--- src/rtl/macro_arbiter_rr_onehot.sv ---
// Round-robin arbiter with a registered one-hot grant and a ready/valid
// handshake toward the consumer.
// The priority pointer only moves on an accepted grant. It then points just
// past the index that was served, so a requester that keeps requesting is
// served again within INPUT_WIDTH handshakes.
// On a handshake the next winner is picked in the same cycle, so a busy
// arbiter issues grants back-to-back with no idle cycle between them.

module macro_arbiter_rr_onehot #(
    parameter int INPUT_WIDTH = 16
) (
    input  logic                   clk,
    input  logic                   resetn,
    input  logic [INPUT_WIDTH-1:0] req,
    input  logic                   flush,
    input  logic                   grant_ready,
    output logic [INPUT_WIDTH-1:0] grant,
    output logic                   grant_valid
);

    localparam int PW = $clog2(INPUT_WIDTH);
    localparam logic [PW-1:0]          PTR_ONE     = PW'(1'b1);
    localparam logic [INPUT_WIDTH-1:0] ONE_HOT_LSB = INPUT_WIDTH'(1'b1);

    typedef enum logic {
        IDLE  = 1'b0,
        GRANT = 1'b1
    } state_t;

    state_t                 state_r;
    logic [PW-1:0]          ptr_r;
    logic [PW-1:0]          grant_idx_r;
    logic [INPUT_WIDTH-1:0] grant_r;
    logic                   grant_valid_r;

    logic [PW-1:0]          base_s;
    logic [PW:0]            pick_s;
    logic                   win_found_s;
    logic [PW-1:0]          win_idx_s;

    // Return {found, index}: the first set bit of r, scanning upward from
    // base. The scan wraps naturally because the index is PW bits wide.
    function automatic logic [PW:0] rr_pick(
        input logic [INPUT_WIDTH-1:0] r,
        input logic [PW-1:0]          base
    );
        logic [PW:0]   res;
        logic [PW-1:0] cand;
        res = {1'b0, {PW{1'b0}}};
        for (int i = 0; i < INPUT_WIDTH; i++) begin
            cand = base + PW'(i);
            if (!res[PW] && r[cand]) begin
                res = {1'b1, cand};
            end else begin
                res = res;
            end
        end
        return res;
    endfunction

    // Choose where the scan starts. While granting, a handshake moves the
    // pointer to one past the served index, so the scan starts there.
    always_comb begin
        base_s = ptr_r;
        if (state_r == GRANT) begin
            base_s = grant_idx_r + PTR_ONE;
        end else begin
            base_s = ptr_r;
        end
        pick_s      = rr_pick(req, base_s);
        win_found_s = pick_s[PW];
        win_idx_s   = pick_s[PW-1:0];
    end

    // Arbiter state machine. Flush takes priority over a handshake and over
    // new requests, and it leaves the pointer where it is.
    always_ff @(posedge clk or negedge resetn) begin
        if (!resetn) begin
            state_r       <= IDLE;
            ptr_r         <= {PW{1'b0}};
            grant_idx_r   <= {PW{1'b0}};
            grant_r       <= {INPUT_WIDTH{1'b0}};
            grant_valid_r <= 1'b0;
        end else if (flush) begin
            state_r       <= IDLE;
            grant_r       <= {INPUT_WIDTH{1'b0}};
            grant_valid_r <= 1'b0;
        end else begin
            case (state_r)
                IDLE: begin
                    if (win_found_s) begin
                        state_r       <= GRANT;
                        grant_idx_r   <= win_idx_s;
                        grant_r       <= ONE_HOT_LSB << win_idx_s;
                        grant_valid_r <= 1'b1;
                    end else begin
                        state_r       <= IDLE;
                        grant_r       <= {INPUT_WIDTH{1'b0}};
                        grant_valid_r <= 1'b0;
                    end
                end
                GRANT: begin
                    if (grant_ready) begin
                        ptr_r <= base_s;
                        if (win_found_s) begin
                            state_r       <= GRANT;
                            grant_idx_r   <= win_idx_s;
                            grant_r       <= ONE_HOT_LSB << win_idx_s;
                            grant_valid_r <= 1'b1;
                        end else begin
                            state_r       <= IDLE;
                            grant_r       <= {INPUT_WIDTH{1'b0}};
                            grant_valid_r <= 1'b0;
                        end
                    end else begin
                        state_r       <= GRANT;
                        grant_r       <= grant_r;
                        grant_valid_r <= grant_valid_r;
                    end
                end
                default: begin
                    state_r       <= IDLE;
                    grant_r       <= {INPUT_WIDTH{1'b0}};
                    grant_valid_r <= 1'b0;
                end
            endcase
        end
    end

    assign grant       = grant_r;
    assign grant_valid = grant_valid_r;

endmodule

--- config.mk ---
export PLATFORM = sky130hd
export DESIGN_NAME = macro_arbiter_rr_onehot
export DESIGN_NICKNAME = d
export VERILOG_FILES = /design/src/rtl/macro_arbiter_rr_onehot.sv
export SDC_FILE = /design/constraint.sdc
export NUM_CORES = 1
export LEC_CHECK = 0
export CELL_PAD_IN_SITES_DETAIL_PLACEMENT = 1
export CELL_PAD_IN_SITES_GLOBAL_PLACEMENT = 2
export CORE_MARGIN = 2
export CORE_UTILIZATION = 33
export CTS_BUF_LIST = sky130_fd_sc_hd__clkbuf_8
export DETAILED_ROUTE_END_ITERATION = 12
export GPL_TIMING_DRIVEN = 0
export PLACE_DENSITY = 0.84
export SKIP_CTS_REPAIR_TIMING = 1
export SLEW_MARGIN = 25
export SYNTH_ARGS = -nofsm -noshare
export SYNTH_HDL_FRONTEND = slang
export SYNTH_SLANG_ARGS = --single-unit
export TNS_END_PERCENT = 5
--- constraint.sdc ---
create_clock -name clk -period 4.4 [get_ports clk]
set_clock_uncertainty 0.15 [all_clocks]
set_input_delay 1.32 -clock clk [delete_from_list [all_inputs] [get_ports clk]]
set_output_delay 1.32 -clock clk [all_outputs]
set_load 0.1 [all_outputs]
==> results.sh <==
export IMPL_unrepaired_setup_endpoints_after_global_routing="true"
export IMPL_required_ns=4.42
export IMPL_chipHeight_um=104.7
export IMPL_grt_antenna_before_repair=0
export IMPL_final_layout_size_suffix_gt1_frac=0.4069
export IMPL_run_status="finished, violations left"
export IMPL_synth_edf_count=0
export IMPL_via_count_of_the_first_global_routing_pass=3481
export IMPL_layout_area_overhead_vs_synth_pct=50.04
export IMPL_ctsHtreeMaxLevel=1
export IMPL_fin_ws_ns=-0.2846
export IMPL_finalSetupViolCount=19
export IMPL_min_path_type="reg -> reg"
export IMPL_syn_area_mm2=0.003348
export IMPL_timing_hold_violations_final=0
export IMPL_grt_overflow=0
export IMPL_slew_headroom=0.3466
export IMPL_reported_max_cap_violation_count=0
export IMPL_critical_path_n_buffers_inverters=3
export IMPL_path_clk_slew_ns=0.09
export IMPL_synth_most_common_cell="sky130_fd_sc_hd__mux2i_1"
export IMPL_min_period_over_period=1.065
export IMPL_drt_initial_drc_count=341
export IMPL_period_needed_ns=4.685
export IMPL_cp_data_arrival_time_ns=4.70
export IMPL_avgRoutedWirePerCell_um=24.94
export IMPL_avgViaCountPerCell=6.434
export IMPL_antenna_left=0
export IMPL_netlist_instances=371
export IMPL_yosysWarnings=0
export IMPL_start_util=0.3410
export IMPL_synth_lib_cells_used_distinct=84
export IMPL_wire_length_reported_by_the_detailed_router_um=14840
export IMPL_critical_path_startpoint_type="flop"
export IMPL_cts_root_to_sink_buffers=2
export IMPL_postSynthNetCount=394
export IMPL_synth_yosys_seq_area_share=0.1943
export IMPL_violated_checks="setup timing"
export IMPL_cts_root_buf="sky130_fd_sc_hd__clkbuf_8"
export IMPL_utilization=0.5116
export IMPL_vias=3828
export IMPL_drc_errors=0
export IMPL_fp_row_count=36
export IMPL_buffer_ports_inserted=36
export IMPL_global_route_wire_length_before_repair_um=19240
export IMPL_setup_worst_path_end_class="flop"
export IMPL_yosys_area_top_type="sky130_fd_sc_hd__dfrtp_1"
export IMPL_synth_area_per_cell_um2=9.025
export IMPL_critical_path_cell_chain="ha_4 -> mux2_4 -> buf_8 -> buf_12 -> ha_4 -> xnor2_4 -> buf_6 -> mux4_2 -> mux2_4 -> or3_4 -> a221oi_4 -> nor4_4 -> a22oi_2 -> and3b_2 -> a32o_1"
export IMPL_worst_slew_pin_transition_ns=0.9770
export IMPL_fmax_achieved_mhz=213.5
export IMPL_finalMaxSlewViolations=0
export IMPL_insertedDiodeCount=0
export IMPL_design_core_area_mm2=0.009819
export IMPL_grt_start_max_net_pins=27
export IMPL_drtPass1Iterations=5
export IMPL_tritoncts="built"
export IMPL_dpl_hpwl_um=9272
export IMPL_critical_path_max_fanout=6
export IMPL_yosys_register_bits=26
export IMPL_share_of_synthesized_registers_carrying_an_async_set_or_reset=1.000
export IMPL_synthDominantCellAreaShare=0.1943
export IMPL_cts_buffers=3
export IMPL_cpPeakStageDelay_ns=0.58
export IMPL_dieWidth_um=104.7
export IMPL_synth_top_cells_by_area="sky130_fd_sc_hd__dfrtp_1, sky130_fd_sc_hd__mux4_2, sky130_fd_sc_hd__mux2i_1"
export IMPL_crit_path_top_delay_cell="sky130_fd_sc_hd__mux4_2"
export IMPL_finalWeightedCongestion=0.8836
export IMPL_die_area_mm2=0.01097
export IMPL_timing_critical_path_max_delay_family="multiplexers"
export IMPL_gr_usage_all_layers=0.2174
export IMPL_postSynth_topFlopCell="sky130_fd_sc_hd__dfrtp_1"
export IMPL_layout_nets=486
export IMPL_io_count=37
export IMPL_crit_type="reg -> reg"
export IMPL_clkSinkCount=26
export IMPL_latest_clock_arrival_within_the_worst_skew_pair_ns=0.26
export IMPL_yosys_top_cells_count="sky130_fd_sc_hd__mux2i_1, sky130_fd_sc_hd__dfrtp_1, sky130_fd_sc_hd__nor2_1"
[metrics by stage]
stage	instances	setup WS (ns)	hold slack, ns	area, µm²	setup TNS, ns
floorplan	371	-0.006408	0.2992	3402	-0.02838
global placement	540	-1.120	0.3156	3929	-20.94
detailed placement	540	-1.164	0.3203	3924	-21.66
CTS	544	-1.195	0.3403	3995	-22.05
global route	595	-0.3707	0.3733	5024	-5.613
finish	595	-0.2846	0.3512	5024	-3.312
[final timing paths]
| path | start | to | slack [ns] | depth (start not counted) |
|---|---|---|---|---|
| min | grant_valid$_DFFE_PN0P_ | grant_valid$_DFFE_PN0P_ | 0.35 | 1 |
| max | grant_idx_r[0]$_DFFE_PN0P_ | grant[2]$_DFFE_PN0P_ | -0.28 | 15 |
| max reg2reg | grant_idx_r[0]$_DFFE_PN0P_ | grant[2]$_DFFE_PN0P_ | -0.28 | 15 |
| min reg2reg | grant_valid$_DFFE_PN0P_ | grant_valid$_DFFE_PN0P_ | 0.35 | 1 |
| max in group asynchronous | resetn | grant_idx_r[0]$_DFFE_PN0P_ | 2.78 | 1 |
| min in group asynchronous | resetn | grant[10]$_DFFE_PN0P_ | 0.89 | 1 |
[worst register-to-register path, stage by stage, from the launching register on]
cell	delay (ns)
sky130_fd_sc_hd__dfrtp_2	0.45
sky130_fd_sc_hd__ha_4	0.24
sky130_fd_sc_hd__mux2_4	0.34
sky130_fd_sc_hd__buf_8	0.16
sky130_fd_sc_hd__buf_12	0.12
sky130_fd_sc_hd__ha_4	0.18
sky130_fd_sc_hd__xnor2_4	0.31
sky130_fd_sc_hd__buf_6	0.16
sky130_fd_sc_hd__mux4_2	0.58
sky130_fd_sc_hd__mux2_4	0.34
sky130_fd_sc_hd__or3_4	0.40
sky130_fd_sc_hd__a221oi_4	0.30
sky130_fd_sc_hd__nor4_4	0.11
sky130_fd_sc_hd__a22oi_2	0.25
sky130_fd_sc_hd__and3b_2	0.29
sky130_fd_sc_hd__a32o_1	0.22
[sequential cells by signal (all words and copies together), names as in the netlist]
signal	count
grant	16
grant_idx_r	4
grant_valid	1
ptr_r	4
state_r	1
[metal layers]
layer	up-vias	GRT usage	routed length [µm]
met1	1945	0.3052	6070
met5	-	0	0
met4	0	0.04190	485
li1	1659	-	-
met2	174	0.3636	7335
met3	50	0.02246	949
[cell families after synthesis]
logic type,share of synthesized area
AO/OA/AOI/OAI,0.2885
AND/OR/NAND/NOR,0.2089
multiplexers,0.2156
buffers and inverters,0.03812
flip-flops,0.1943
XOR/XNOR,0.04335
adder cells (fa/ha/maj),0.01121
[cell type report]
type,count,area [µm²]
fillers,1129,4796
multi-input cells,317,3110
repair buffers,88,824.5
flip-flops and latches,26,651.9
well taps,133,166.4
plain buffers,16,146.4
inverters,11,52.55
clock buffers,3,41.29
clock inverters,1,30.03
[cell usage in the layout, fill, tap and decap left out, types with 8 or more instances in the layout]
| cell | n |
|---|---|
| sky130_fd_sc_hd__a21oi_1 | 15 |
| sky130_fd_sc_hd__mux2i_1 | 19 |
| sky130_fd_sc_hd__o21ai_0 | 15 |
| sky130_fd_sc_hd__nand3_1 | 11 |
| sky130_fd_sc_hd__inv_1 | 8 |
| sky130_fd_sc_hd__mux4_2 | 13 |
| sky130_fd_sc_hd__nand2_1 | 21 |
| sky130_fd_sc_hd__buf_6 | 8 |
| sky130_fd_sc_hd__buf_4 | 47 |
| sky130_fd_sc_hd__dfrtp_1 | 25 |
| sky130_fd_sc_hd__a22o_1 | 12 |
| sky130_fd_sc_hd__clkdlybuf4s50_1 | 21 |
| sky130_fd_sc_hd__nor2_1 | 22 |
| sky130_fd_sc_hd__dlymetal6s2s_1 | 14 |
Power is not shown: default switching activity piles up to over one toggle a cycle in this logic, so the estimate is an artifact.
